==> src/rtl/can_sched_pkg.sv <==
// Shared types and source encoding for the CAN transmit scheduler.
package can_sched_pkg;

  typedef enum logic [2:0] {
    IDLE,
    POP,
    LATCH,
    OFFER,
    BUSY
  } sched_state_t;

  localparam logic SRC_HI = 1'b1;
  localparam logic SRC_LO = 1'b0;

endpackage

==> src/rtl/can_tx_arb.sv <==
// Two-queue selector for the Tx scheduler. Fixed high priority by default;
// round-robin with a last-served pointer when CAN_TX_SCHED_RR_EN is defined.
module can_tx_arb
  import can_sched_pkg::*;
(
`ifdef CAN_TX_SCHED_RR_EN
  input  logic clk,
  input  logic reset_n,
  input  logic update,
  input  logic served,
`endif
  input  logic hi_empty,
  input  logic lo_empty,
  output logic any,
  output logic sel
);

  assign any = !hi_empty || !lo_empty;

`ifdef CAN_TX_SCHED_RR_EN
  logic prefer;

  // prefer names the queue that wins the next tie: the one not served last
  always_ff @(posedge clk) begin
    if (!reset_n) begin
      prefer <= SRC_HI;
    end else if (update) begin
      prefer <= ~served;
    end
  end

  always_comb begin
    sel = SRC_HI;
    if (hi_empty) begin
      sel = SRC_LO;
    end else if (!lo_empty) begin
      sel = prefer;
    end
  end
`else
  assign sel = hi_empty ? SRC_LO : SRC_HI;
`endif

endmodule

==> src/rtl/can_tx_scheduler.sv <==
// Tx scheduler between the hi/lo Tx FIFOs and the CAN transmitter, with bounded retry.
// Selection policy chosen in can_tx_arb via CAN_TX_SCHED_RR_EN.
//
// state | meaning
// IDLE  | waiting for a non-empty queue; source chosen here
// POP   | read enable to the chosen FIFO
// LATCH | FIFO data valid, captured into o_tx_frame
// OFFER | o_tx_valid high until i_tx_ready
// BUSY  | waiting for i_tx_done / i_tx_fail
module can_tx_scheduler
  import can_sched_pkg::*;
#(
  parameter int DATA_WIDTH = 128,
  parameter int MAX_RETRY  = 3,
  parameter int RETRY_W    = (MAX_RETRY > 0) ? $clog2(MAX_RETRY + 1) : 1
) (
  input  logic                  i_sys_clk,
  input  logic                  i_reset_n,
  input  logic                  i_hi_empty,
  input  logic [DATA_WIDTH-1:0] i_hi_data,
  output logic                  o_hi_rd_en,
  input  logic                  i_lo_empty,
  input  logic [DATA_WIDTH-1:0] i_lo_data,
  output logic                  o_lo_rd_en,
  output logic [DATA_WIDTH-1:0] o_tx_frame,
  output logic                  o_tx_valid,
  input  logic                  i_tx_ready,
  input  logic                  i_tx_done,
  input  logic                  i_tx_fail,
  output logic                  o_src,
  output logic [RETRY_W-1:0]    o_retry_cnt,
  output logic                  o_sent,
  output logic                  o_abort,
  output logic                  o_busy
);

  sched_state_t state, state_d;

  logic                  hi_rd_en_d, lo_rd_en_d, tx_valid_d, src_d, sent_d, abort_d;
  logic [DATA_WIDTH-1:0] tx_frame_d;
  logic [RETRY_W-1:0]    retry_cnt_d;
  logic                  any, sel, at_max;

  can_tx_arb u_arb (
`ifdef CAN_TX_SCHED_RR_EN
    .clk      (i_sys_clk),
    .reset_n  (i_reset_n),
    .update   (state == LATCH),
    .served   (o_src),
`endif
    .hi_empty (i_hi_empty),
    .lo_empty (i_lo_empty),
    .any      (any),
    .sel      (sel)
  );

  assign at_max = (o_retry_cnt == RETRY_W'(MAX_RETRY));

  // Next values of every registered output are computed here so all outputs stay flopped
  always_comb begin
    state_d     = state;
    hi_rd_en_d  = 1'b0;
    lo_rd_en_d  = 1'b0;
    tx_valid_d  = o_tx_valid;
    src_d       = o_src;
    sent_d      = 1'b0;
    abort_d     = 1'b0;
    tx_frame_d  = o_tx_frame;
    retry_cnt_d = o_retry_cnt;
    case (state)
      IDLE: begin
        if (any) begin
          src_d      = sel;
          hi_rd_en_d = (sel == SRC_HI);
          lo_rd_en_d = (sel == SRC_LO);
          state_d    = POP;
        end
      end
      POP: state_d = LATCH;
      LATCH: begin
        tx_frame_d  = (o_src == SRC_HI) ? i_hi_data : i_lo_data;
        retry_cnt_d = '0;
        tx_valid_d  = 1'b1;
        state_d     = OFFER;
      end
      OFFER: begin
        if (i_tx_ready) begin
          tx_valid_d = 1'b0;
          state_d    = BUSY;
        end
      end
      BUSY: begin
        if (i_tx_done) begin
          sent_d  = 1'b1;
          state_d = IDLE;
        end else if (i_tx_fail) begin
          if (at_max) begin
            abort_d = 1'b1;
            state_d = IDLE;
          end else begin
            retry_cnt_d = o_retry_cnt + RETRY_W'(1);
            tx_valid_d  = 1'b1;
            state_d     = OFFER;
          end
        end
      end
      default: state_d = IDLE;
    endcase
  end

  always_ff @(posedge i_sys_clk) begin
    if (!i_reset_n) begin
      state <= IDLE;
    end else begin
      state <= state_d;
    end
  end

  always_ff @(posedge i_sys_clk) begin
    if (!i_reset_n) begin
      o_hi_rd_en  <= 1'b0;
      o_lo_rd_en  <= 1'b0;
      o_tx_frame  <= '0;
      o_tx_valid  <= 1'b0;
      o_src       <= 1'b0;
      o_retry_cnt <= '0;
      o_sent      <= 1'b0;
      o_abort     <= 1'b0;
      o_busy      <= 1'b0;
    end else begin
      o_hi_rd_en  <= hi_rd_en_d;
      o_lo_rd_en  <= lo_rd_en_d;
      o_tx_frame  <= tx_frame_d;
      o_tx_valid  <= tx_valid_d;
      o_src       <= src_d;
      o_retry_cnt <= retry_cnt_d;
      o_sent      <= sent_d;
      o_abort     <= abort_d;
      o_busy      <= (state_d != IDLE);
    end
  end

endmodule

==> config.mk <==
export PLATFORM = sky130hd
export DESIGN_NAME = can_tx_scheduler
export DESIGN_NICKNAME = d
export VERILOG_FILES = /design/src/rtl/can_sched_pkg.sv /design/src/rtl/can_tx_arb.sv /design/src/rtl/can_tx_scheduler.sv
export SDC_FILE = /design/constraint.sdc
export NUM_CORES = 1
export LEC_CHECK = 0
export ABC_AREA = 1
export BUFFER_PORTS_ARGS = -buffer_cell sky130_fd_sc_hd__buf_2
export CORE_ASPECT_RATIO = 0.6
export CORE_MARGIN = 3
export CORE_UTILIZATION = 31
export DETAILED_ROUTE_END_ITERATION = 6
export GPL_TIMING_DRIVEN = 0
export PLACE_DENSITY_LB_ADDON = 0.08
export SYNTH_ARGS = -nofsm -noshare
export SYNTH_HDL_FRONTEND = slang
export SYNTH_SLANG_ARGS = --single-unit
==> constraint.sdc <==
create_clock -name i_sys_clk -period 1.4 [get_ports i_sys_clk]
set_input_delay 0.28 -clock i_sys_clk [delete_from_list [all_inputs] [get_ports i_sys_clk]]
set_output_delay 0.28 -clock i_sys_clk [all_outputs]
set_load 0.02 [all_outputs]
==> metrics.md, run 1 <==
| Metric | Value |
|---|---|
| Status | complete, no violations |
| Mapped cell area | approximately 6900 um2 |
| Most common cell after layout, fill and taps aside | buf_2 |
| Clock latency on the worst-skew pair | between 0.4 and 0.5 ns |
| Worst path buffer plus inverter count | 2 |
| Wire per inst | 15.2 um |
| Endpoints failing hold | 0 |
| Worst VDD drop | 688 uV |
| Avg Inst Size Synth | 6.62 um2 |
| Starting Density | roughly a third |
| Synth warn | 0 |
| Crit path time final | between 1 and 1.5 ns |
| H-Tree Depth | 4 |
| Detail Route Antenna Nets | 0 |
| CP top delay family | flip-flops |
| Post-synthesis register bit count | between 100 and 150 |
| Crit-path most repeated cell | buf_6 |
| Clock slew at reported path FFs | 0.06 ns |
| CTS tree | done |
| Layout cells sized above 1 | 36.4% |
| Largest net degree at the start of global routing | 17 |
| Max-slew violation count | 0 |
| Total global-route track usage | a little over a fifth |
| Final net count | 1731 |
| Dpl hpwl | 21000 um |
| Unrepaired setup endpoints after global routing | yes |
| FP Rows | 41 |
| Fin Setup TNS | 0 ns |
| Total number of vias | 7714 |
| Initial antenna violation count | 0 |
| Critical path cell sequence | buf_6 -> buf_6 |
| Antenna Cells | 0 |
| Clock root buffer | clkbuf_16 |
| Clock sinks | 140 |
| Req. time, crit path | about 1.1 ns |
| Max_slew headroom | approximately 63% |
| First-pass GRT wire length | 40100 um |
| Synth area leaders | dfxtp_1 41%, o21ai_0 17%, inv_1 15%, a21oi_1 9.6%, nand2_1 8.1% |
| Worst hold path class | primary input to flip-flop |
| Initial DRT Pass Iterations | 4 |
| CP endpoint kind | primary output |
| Mapped Cells | about 1000 |
| Layout Area Growth over Synthesis | 49.3% |
| Most frequent cells in the layout | 410 x buf_2, 267 x inv_1, 145 x nand2_1, 136 x dfxtp_1, 132 x o21ai_0 |
| Slowest CP cell | dfxtp_4 |
| Actual slew at the worst max-slew pin | ~0.55 ns |
| Via/cell ratio | 4.39 |
| Synth top area share | about 41% |
| Die X-Extent | 198 um |
| Io pins | 400 |
| Number of hold buffers added after CTS | 0 |
| Drt drc | 0 |
| Core Region | 21400 um2 |
| Starting DRT DRC Count | 320 |
| Syn nets | 1303 |
| CP startpoint kind | flip-flop |
| Synth area leader | dfxtp_1 |
| Yosys cell types | 21 |
| Die area | 24100 um2 |
| Max-Cap Viols | 0 |
| Gr ovfl total | 0 |
| PD cells | 1410 nW/um2 |
| Leakage Power | 0.00525 uW |
| Max incr delay on CP | 0.43 ns |
| Clk_skew | 0.00629 ns |
| Num CTS Buffers | 17 |
| F_max | 0.724 GHz |
| I/O Buffers | roughly 400 |
| CTS Buffer Depth | 2 |
| Gpl congestion | between 0.8 and 0.9 |
| Count of final setup violators | 0 |
| Routed wire length | 26700 um |
| Worst-path fanout max | 4 |
| Number of global-route vias before repair | 7456 |
| Critical path arrival | between 1 and 1.5 ns |
| Crit share post-route | 98.7% |
| Pwr Total | around 15000 uW |
| Chip height | ~120 um |
| Post-synthesis sequential area ratio | between 40% and 50% |
| Crit Path Class | flip-flop to primary output |
==> state kept, by name, indices dropped and copies added (netlist names) <==
name and count:
o_tx_valid 1, o_busy 1, o_retry_cnt 2, o_hi_rd_en 1, o_lo_rd_en 1, o_abort 1, o_src 1, state 3
o_sent 1, o_tx_frame 128
==> final timing paths <==
check / start / endpoint / slack (ns) / cells past startpoint
worst max-delay path: o_src$_SDFFE_PN0P_ / o_src / 0.02 / 2
worst min-delay path: i_hi_empty / o_hi_rd_en$_SDFF_PN0_ / 0.07 / 2
worst max register to register: o_src$_SDFFE_PN0P_ / o_tx_frame[16]$_SDFFE_PN0N_ / 0.02 / 7
worst min register to register: o_tx_frame[54]$_SDFFE_PN0N_ / o_tx_frame[54]$_SDFFE_PN0N_ / 0.44 / 2
==> cells in the mapped netlist <==
master / n
buf_4: 1
a21oi_1: 132
nand3_1: 5
o21ai_1: 32
ha_1: 1
o31ai_1: 1
inv_2: 1
buf_8: 1
nor3_1: 2
nand3b_1: 1
buf_2: 15
nand2_1: 149
o21ai_0: 227
nand3_2: 1
dfxtp_1: 140
clkbuf_2: 8
buf_6: 18
inv_1: 268
nor2_1: 7
nand4_1: 1
clkbuf_1: 28
==> where the power goes <==
group	internal (uW)	switching, uW	leakage (uW)
clock network	2670	1820	0.000270
registers	4680	338	0.00115
logic	1900	3120	0.00383
total	9250	5280	0.00525
==> layout make-up <==
type	instances	area (um2)
tap	279	349
buffer	71	566
sequential	140	2810
multi-input combinational	559	2750
clock inverter	14	146
fill	2284	11100
inverter	269	1010
timing repair buffer	409	2190
clock buffer	18	439
==> layer usage <==
layer	GRT usage (%)	up-vias	part of all wire, %	routed length, um
li1	-	4094	-	-
met1	28.8	3419	47	12500
met2	34.6	191	46	12300
met3	6.27	10	6.3	1680
met4	3.93	0	0.50	134
met5	0	-	0	0
==> cells by family after synthesis <==
| kind of cell | after synthesis | share of synthesized area, % |
|---|---|---|
| AOI/OAI and AO/OA | 392 | 28.6 |
| buffers and inverters | 340 | 21.2 |
| and+or+nand+nor | 166 | 9.37 |
| DFF | 140 | 40.7 |
| adders and majority gates | 1 | 0.182 |
==> through the flow <==
step | hold WS [ns] | util [%] | cell area (um2) | cells | setup WS, ns
finish | 0.0709 | 48.0 | 10300 | 1759 | 0.0181
global route | 0.0361 | 48.0 | 10300 | 1759 | -0.0280
CTS | 0.0374 | 46.5 | 9950 | 1752 | -0.0391
floorplan | 0.352 | - | 6880 | 1039 | 0.0781
global placement | 0.429 | 43.1 | 9220 | 1716 | -0.343
detailed placement | 0.433 | 43.1 | 9220 | 1716 | -0.382
==> timing repair <==
action | CTS | global route
gates cloned | 2 | 4
endpoints found under the hold margin | 0 | 0
pin swaps | 2 | 8
endpoints found under the setup margin | 133 | 125
resized for setup | 51 | 144
setup buffers | 2 | 3
No activity file was read; power rests on OpenSTA's default activity.
==> run 2: changes to the inputs <==
--- a/config.mk
+++ b/config.mk
@@ -7,12 +7,10 @@
 export LEC_CHECK = 0
 export ABC_AREA = 1
 export BUFFER_PORTS_ARGS = -buffer_cell sky130_fd_sc_hd__buf_2
-export CORE_ASPECT_RATIO = 0.6
 export CORE_MARGIN = 3
 export CORE_UTILIZATION = 31
 export DETAILED_ROUTE_END_ITERATION = 6
 export GPL_TIMING_DRIVEN = 0
-export PLACE_DENSITY_LB_ADDON = 0.08
 export SYNTH_ARGS = -nofsm -noshare
 export SYNTH_HDL_FRONTEND = slang
 export SYNTH_SLANG_ARGS = --single-unit
==> metrics.md, run 2 (same netlist as run 1, synthesis figures left out) <==
| Metric | Value |
|---|---|
| Via/cell ratio | 4.40 (was 4.39) |
| Max_slew headroom | 62.5% (was 63.4%) |
| Crit path time final | 1.38 ns (about the same) |
| F_max | 0.725 GHz (was 0.724 GHz) |
| Drt drc | 0 (unchanged) |
| Slowest CP cell | dfxtp_4 (unchanged) |
| Endpoints failing hold | 0 (unchanged) |
| CTS tree | done (unchanged) |
| Req. time, crit path | 1.12 ns (about the same) |
| Biggest regs | o_tx_frame (128), state (3), o_retry_cnt (2) (unchanged) |
| CTS Buffer Depth | 2 (unchanged) |
| Crit-path most repeated cell | buf_4 (was buf_6) |
| Num CTS Buffers | 17 (unchanged) |
| H-Tree Depth | 4 (unchanged) |
| Most common cell after layout, fill and taps aside | buf_2 (unchanged) |
| Layout cells sized above 1 | 35.1% (was 36.4%) |
| Antenna Cells | 0 (unchanged) |
| Status | complete, no violations (unchanged) |
| Worst VDD drop | 748 uV (was 688 uV) |
| Routed wire length | 25300 um (was 26700 um) |
| Actual slew at the worst max-slew pin | 0.562 ns (was 0.548 ns) |
| Worst hold path class | primary input to flip-flop (unchanged) |
| First-pass GRT wire length | 37000 um (was 40100 um) |
| Dpl hpwl | 19800 um (was 21000 um) |
| Starting Density | 32.1% (was 32.2%) |
| Max incr delay on CP | 0.37 ns (was 0.43 ns) |
| Final setup margin | 0.0206 ns (was 0.0181 ns) |
| Clock slew at reported path FFs | 0.06 ns (about the same) |
| Starting DRT DRC Count | 387 (was 320) |
| Initial DRT Pass Iterations | 5 (was 4) |
| Initial antenna violation count | 0 (unchanged) |
| Final net count | 1730 (was 1731) |
| CP endpoint kind | primary output (unchanged) |
| Number of hold buffers added after CTS | 0 (unchanged) |
| Worst r2r path cells | 7 (unchanged) |
| Largest net degree at the start of global routing | 17 (unchanged) |
| Layout Area Growth over Synthesis | 47.6% (was 49.3%) |
| Critical path arrival | 1.10 ns (about the same) |
| Clock sinks | 140 (unchanged) |
| Total global-route track usage | 19.5% (was 21.4%) |
| Max-Cap Viols | 0 (unchanged) |
| Wire per inst | 14.4 um (was 15.2 um) |
| Crit share post-route | 98.5% (was 98.7%) |
| Number of global-route vias before repair | 7102 (was 7456) |
| Critical path cell sequence | buf_4 -> buf_4 (was buf_6 -> buf_6) |
| DP Worst Slack | -0.604 ns (was -0.382 ns) |
| FILL cells | 2253 (was 2284) |
| Worst-path fanout max | 4 (unchanged) |
| Clock root buffer | clkbuf_16 (unchanged) |
| Crit Path Class | flip-flop to primary output (unchanged) |
| Clock latency on the worst-skew pair | 0.42 ns (was 0.41 ns) |
| Max-slew violation count | 0 (unchanged) |
| Most frequent cells in the layout | 408 x buf_2, 267 x inv_1, 180 x o21ai_0, 146 x nand2_1, 137 x dfxtp_1 (was 410 x buf_2, 267 x inv_1, 145 x nand2_1, 136 x dfxtp_1, 132 x o21ai_0) |
| Core Region | 21400 um2 (about the same) |
| Count of final setup violators | 0 (unchanged) |
| Fin Setup TNS | 0 ns (unchanged) |
| Chip height | 155 um (was 121 um) |
| Worst path buffer plus inverter count | 2 (unchanged) |
| Gpl congestion | 0.821 (was 0.830) |
| Detail Route Antenna Nets | 0 (unchanged) |
| Number of flip-flops in the largest register | 128 (unchanged) |
| Biggest register | o_tx_frame (unchanged) |
| Die area | 24000 um2 (was 24100 um2) |
| Clk_skew | 0.00893 ns (was 0.00629 ns) |
| Gr ovfl total | 0 (unchanged) |
| PD cells | 1410 nW/um2 (about the same) |
| Total number of vias | 7721 (was 7714) |
| CP Depth | 2 (unchanged) |
| Leakage Power | 0.00522 uW (was 0.00525 uW) |
| CP startpoint kind | flip-flop (unchanged) |
| FP Rows | 53 (was 41) |
| I/O Buffers | 398 (unchanged) |
| Unrepaired setup endpoints after global routing | yes (unchanged) |
| Min-Delay Path Depth | 2 (unchanged) |
| CP top delay family | flip-flops (unchanged) |
| Io pins | 400 (unchanged) |
| Die X-Extent | 155 um (was 198 um) |
==> run 2: repair_timing <==
action                                  CTS  global route
cloned                                    0             5
endpoints found under the hold margin     0             0
setup buffers                             2             3
resized for setup                        34            94
pin swaps                                 0             4
endpoints found under the setup margin  134            95
==> run 2: worst paths after layout <==
check                                    from                           to  slack [ns]
hold reg to reg   o_tx_frame[54]$_SDFFE_PN0N_  o_tx_frame[54]$_SDFFE_PN0N_        0.44
setup / recovery           o_src$_SDFFE_PN0P_                        o_src        0.02
hold / removal                     i_hi_empty        o_hi_rd_en$_SDFF_PN0_        0.06
setup reg to reg           o_src$_SDFFE_PN0P_  o_tx_frame[92]$_SDFFE_PN0N_        0.06
==> run 2: layout make-up <==
type	instances	area, um2	area share [%]
timing repair buffer	408	2160	21.2
tap	275	344	3.39
multi-input combinational	559	2710	26.7
inverter	269	1010	9.99
buffer	71	542	5.34
sequential	140	2810	27.7
clock inverter	12	140	1.38
clock buffer	20	437	4.30
==> run 2: stage by stage <==
stage	std cells	total power, uW	cell area, um2	hold WS (ns)	util (%)
after detailed placement	1712	9620	9220	0.433	43.0
final	1754	14300	10200	0.0573	47.4
after floorplan	1039	7790	6880	0.352	-
after global placement	1712	9590	9220	0.429	43.0
after global routing	1754	15200	10200	0.0564	47.4
after CTS	1746	14200	9880	0.0397	46.1
==> run 2: power by group <==
part           switching [uW]  internal, uW
registers                 336          4680
logic                    3010          1840
clock network            1810          2640
total                    5160          9160
==> run 2: metal layers <==
layer  up-vias  GRT usage [%]  part of all wire [%]
met5         -              0                     0
met4         0           4.96                   1.3
met3        26           5.06                   7.6
met2       285           34.7                    50
met1      3335           23.3                    41
li1       4075              -                     -
==> run 3: changes to the inputs <==
--- a/config.mk
+++ b/config.mk
@@ -7,10 +7,13 @@
 export LEC_CHECK = 0
 export ABC_AREA = 1
 export BUFFER_PORTS_ARGS = -buffer_cell sky130_fd_sc_hd__buf_2
+export CELL_PAD_IN_SITES_DETAIL_PLACEMENT = 1
+export CELL_PAD_IN_SITES_GLOBAL_PLACEMENT = 1
 export CORE_MARGIN = 3
-export CORE_UTILIZATION = 31
+export CORE_UTILIZATION = 29
 export DETAILED_ROUTE_END_ITERATION = 6
 export GPL_TIMING_DRIVEN = 0
+export PLACE_DENSITY_LB_ADDON = 0.1
 export SYNTH_ARGS = -nofsm -noshare
 export SYNTH_HDL_FRONTEND = slang
 export SYNTH_SLANG_ARGS = --single-unit
==> metrics.md, run 3 (same netlist as run 1, synthesis figures left out) <==
| Metric | Value |
|---|---|
| Clock slew at reported path FFs | 0.06 ns (about the same) |
| Largest net degree at the start of global routing | 17 (unchanged) |
| Wire per inst | 16.5 um (was 14.4 um) |
| Starting Density | 29.9% (was 32.1%) |
| Number of flip-flops in the largest register | 128 (unchanged) |
| Crit share post-route | 101% (was 98.5%) |
| Number of hold buffers added after CTS | 0 (unchanged) |
| Biggest register | o_tx_frame (unchanged) |
| Clock latency on the worst-skew pair | 0.42 ns (about the same) |
| Clock sinks | 140 (unchanged) |
| Worst r2r src | o_src$_SDFFE_PN0P_ (unchanged) |
| R2r setup slk | -0.008 ns (was 0.06 ns) |
| Fin Setup TNS | -0.00834 ns (was 0 ns) |
| Layout Area Growth over Synthesis | 48.5% (was 47.6%) |
| Clock root buffer | clkbuf_16 (unchanged) |
| Worst VDD drop | 729 uV (was 748 uV) |
| FF-to-FF End | o_tx_frame[90]$_SDFFE_PN0N_ (was o_tx_frame[92]$_SDFFE_PN0N_) |
| Max_slew headroom | 64.5% (was 62.5%) |
| I/O Buffers | 398 (unchanged) |
| Num CTS Buffers | 17 (unchanged) |
| Status | complete, but fails checks (was complete, no violations) |
| Area taken by multi-input logic gates | 2750 um2 (was 2710 um2) |
| First-pass GRT wire length | 44400 um (was 37000 um) |
| Initial DRT Pass Iterations | 4 (was 5) |
| Unrepaired setup endpoints after global routing | yes (unchanged) |
| Clk_skew | 0.00968 ns (was 0.00893 ns) |
| Gr ovfl total | 0 (unchanged) |
| Via/cell ratio | 4.45 (was 4.40) |
| Count of final setup violators | 1 (was 0) |
| Dpl hpwl | 23000 um (was 19800 um) |
| Most common cell after layout, fill and taps aside | buf_2 (unchanged) |
| F_max | 0.710 GHz (was 0.725 GHz) |
| Die X-Extent | 160 um (was 155 um) |
| Crit Path Class | flip-flop to flip-flop (was flip-flop to primary output) |
| Reg area | 2810 um2 (about the same) |
| Leakage Power | 0.00521 uW (was 0.00522 uW) |
| Critical path arrival | 1.71 ns (was 1.10 ns) |
| Total global-route track usage | 21.9% (was 19.5%) |
| Io pins | 400 (unchanged) |
| Min-delay src | i_hi_empty (unchanged) |
| CTS Buffer Depth | 2 (unchanged) |
| Gpl congestion | 0.827 (was 0.821) |
| H-Tree Depth | 4 (unchanged) |
| Endpoints failing hold | 0 (unchanged) |
| Hold Path End | o_hi_rd_en$_SDFF_PN0_ (unchanged) |
| Number of global-route vias before repair | 8214 (was 7102) |
| Slowest CP cell | dfxtp_4 (unchanged) |
| Req. time, crit path | 1.70 ns (was 1.12 ns) |
| Max-slew violation count | 0 (unchanged) |
| Core Region | 23000 um2 (was 21400 um2) |
| PD cells | 1410 nW/um2 (about the same) |
| CP endpoint kind | flip-flop (was primary output) |
| Max incr delay on CP | 0.39 ns (was 0.37 ns) |
| Critical path cell sequence | buf_12 -> buf_16 -> buf_12 -> nand2_1 -> o21ai_0 -> o21ai_0 -> a21oi_2 (was buf_4 -> buf_4) |
| Actual slew at the worst max-slew pin | 0.533 ns (was 0.562 ns) |
| CP startpoint kind | flip-flop (unchanged) |
| CTS tree | done (unchanged) |
| Max-Cap Viols | 0 (unchanged) |
| Starting DRT DRC Count | 239 (was 387) |
| Crit path time final | 1.41 ns (was 1.38 ns) |
| Routed wire length | 29600 um (was 25300 um) |
| Drt drc | 0 (unchanged) |
| Final setup margin | -0.00834 ns (was 0.0206 ns) |
| FILL cells | 3194 (was 2253) |
| Min-Delay Path Depth | 2 (unchanged) |
| FP Rows | 55 (was 53) |
| Worst-path fanout max | 10 (was 4) |
| Pwr Total | 14400 uW (was 14300 uW) |
| Placed Instances | 1750 (was 1712) |
| Total number of vias | 7983 (was 7721) |
| Chip height | 160 um (was 155 um) |
| Biggest regs | o_tx_frame (128), state (3), o_retry_cnt (2) (unchanged) |
| Non-filler cells, final | 1794 (was 1754) |
| Critical path launch point | o_src$_SDFFE_PN0P_ (unchanged) |
| Final net count | 1728 (was 1730) |
| Violated checks | setup timing |
| Layout cells sized above 1 | 36.2% (was 35.1%) |
| Die area | 25600 um2 (was 24000 um2) |
| Initial antenna violation count | 8 (was 0) |
| Worst r2r path cells | 7 (unchanged) |
| Worst hold path class | primary input to flip-flop (unchanged) |
| Detail Route Antenna Nets | 0 (unchanged) |
| Most frequent cells in the layout | 411 x buf_2, 267 x inv_1, 146 x nand2_1, 136 x dfxtp_1, 128 x o21ai_0 (was 408 x buf_2, 267 x inv_1, 180 x o21ai_0, 146 x nand2_1, 137 x dfxtp_1) |
-- run 3: cell count changes in the layout (fill, tap and decap cells not counted), moves of 4 or more --
cell	change
diode_2	+4
o21ai_2	+11
buf_6	-7
buf_8	+7
o21ai_1	+42
o21ai_0	-52
-- run 3: worst max path at each step --
| stage | slack [ns] | to | cells after the start |
|---|---|---|---|
| 2_1_floorplan | 0.08 | o_tx_frame[71]$_SDFFE_PN0N_ | 6 |
| 3_3_place_gp | -0.42 | o_tx_frame[48]$_SDFFE_PN0N_ | 5 |
| 3_5_place_dp | -0.42 | o_tx_frame[104]$_SDFFE_PN0N_ | 7 |
| 4_1_cts | -0.06 | o_tx_frame[5]$_SDFFE_PN0N_ | 7 |
| 5_1_grt | -0.04 | o_tx_frame[90]$_SDFFE_PN0N_ | 7 |
| 6_report | -0.008 | o_tx_frame[90]$_SDFFE_PN0N_ | 7 |
-- run 3: layout make-up --
type / count / share of cell area (%)
Sequential cell: 140 / 27.5
Multi-Input combinational cell: 559 / 26.9
Timing Repair Buffer: 406 / 20.8
Inverter: 269 / 9.93
Buffer: 71 / 5.50
Clock buffer: 19 / 4.24
Tap cell: 313 / 3.83
Clock inverter: 13 / 1.18
Antenna cell: 4 / 0.0980
-- run 3: power by group --
group	leakage, uW	switching (uW)	internal (uW)
combinational	0.00381	3170	1850
sequential	0.00115	333	4680
clock	0.000252	1870	2450
total	0.00521	5380	8980
-- run 3: worst max-delay path, delay by kind of cell, from the launching register on --
family	cells	cell delay [ns]
AOI/OAI and AO/OA	3	0.39
buffers and inverters	3	0.45
DFF	1	0.39
and+or+nand+nor	1	0.06
-- run 3: through the flow --
stage / area [um2] / worst slack, ns / hold slack [ns] / util, %
2_1_floorplan: 6880 / 0.0781 / 0.352 / -
3_3_place_gp: 9260 / -0.419 / 0.428 / 40.3
3_5_place_dp: 9260 / -0.425 / 0.433 / 40.3
4_1_cts: 9910 / -0.0649 / 0.0739 / 43.1
5_1_grt: 10200 / -0.0448 / 0.0845 / 44.5
6_report: 10200 / -0.00834 / 0.0816 / 44.5
-- run 3: per-layer routing --
metal	track usage, %	vias up	share of wire, %
met1	24.0	3629	39
met2	40.2	237	52
met5	0	-	0.23
met4	6.75	8	1.8
met3	6.95	39	7.0
li1	-	4070	-
-- run 3: what timing repair did --
item                       in CTS  in global routing
setup endpoints to repair     134                113
cloned                          0                  3
resized for setup              31                164
buffers inserted                1                  4
pin swaps                       0                  5
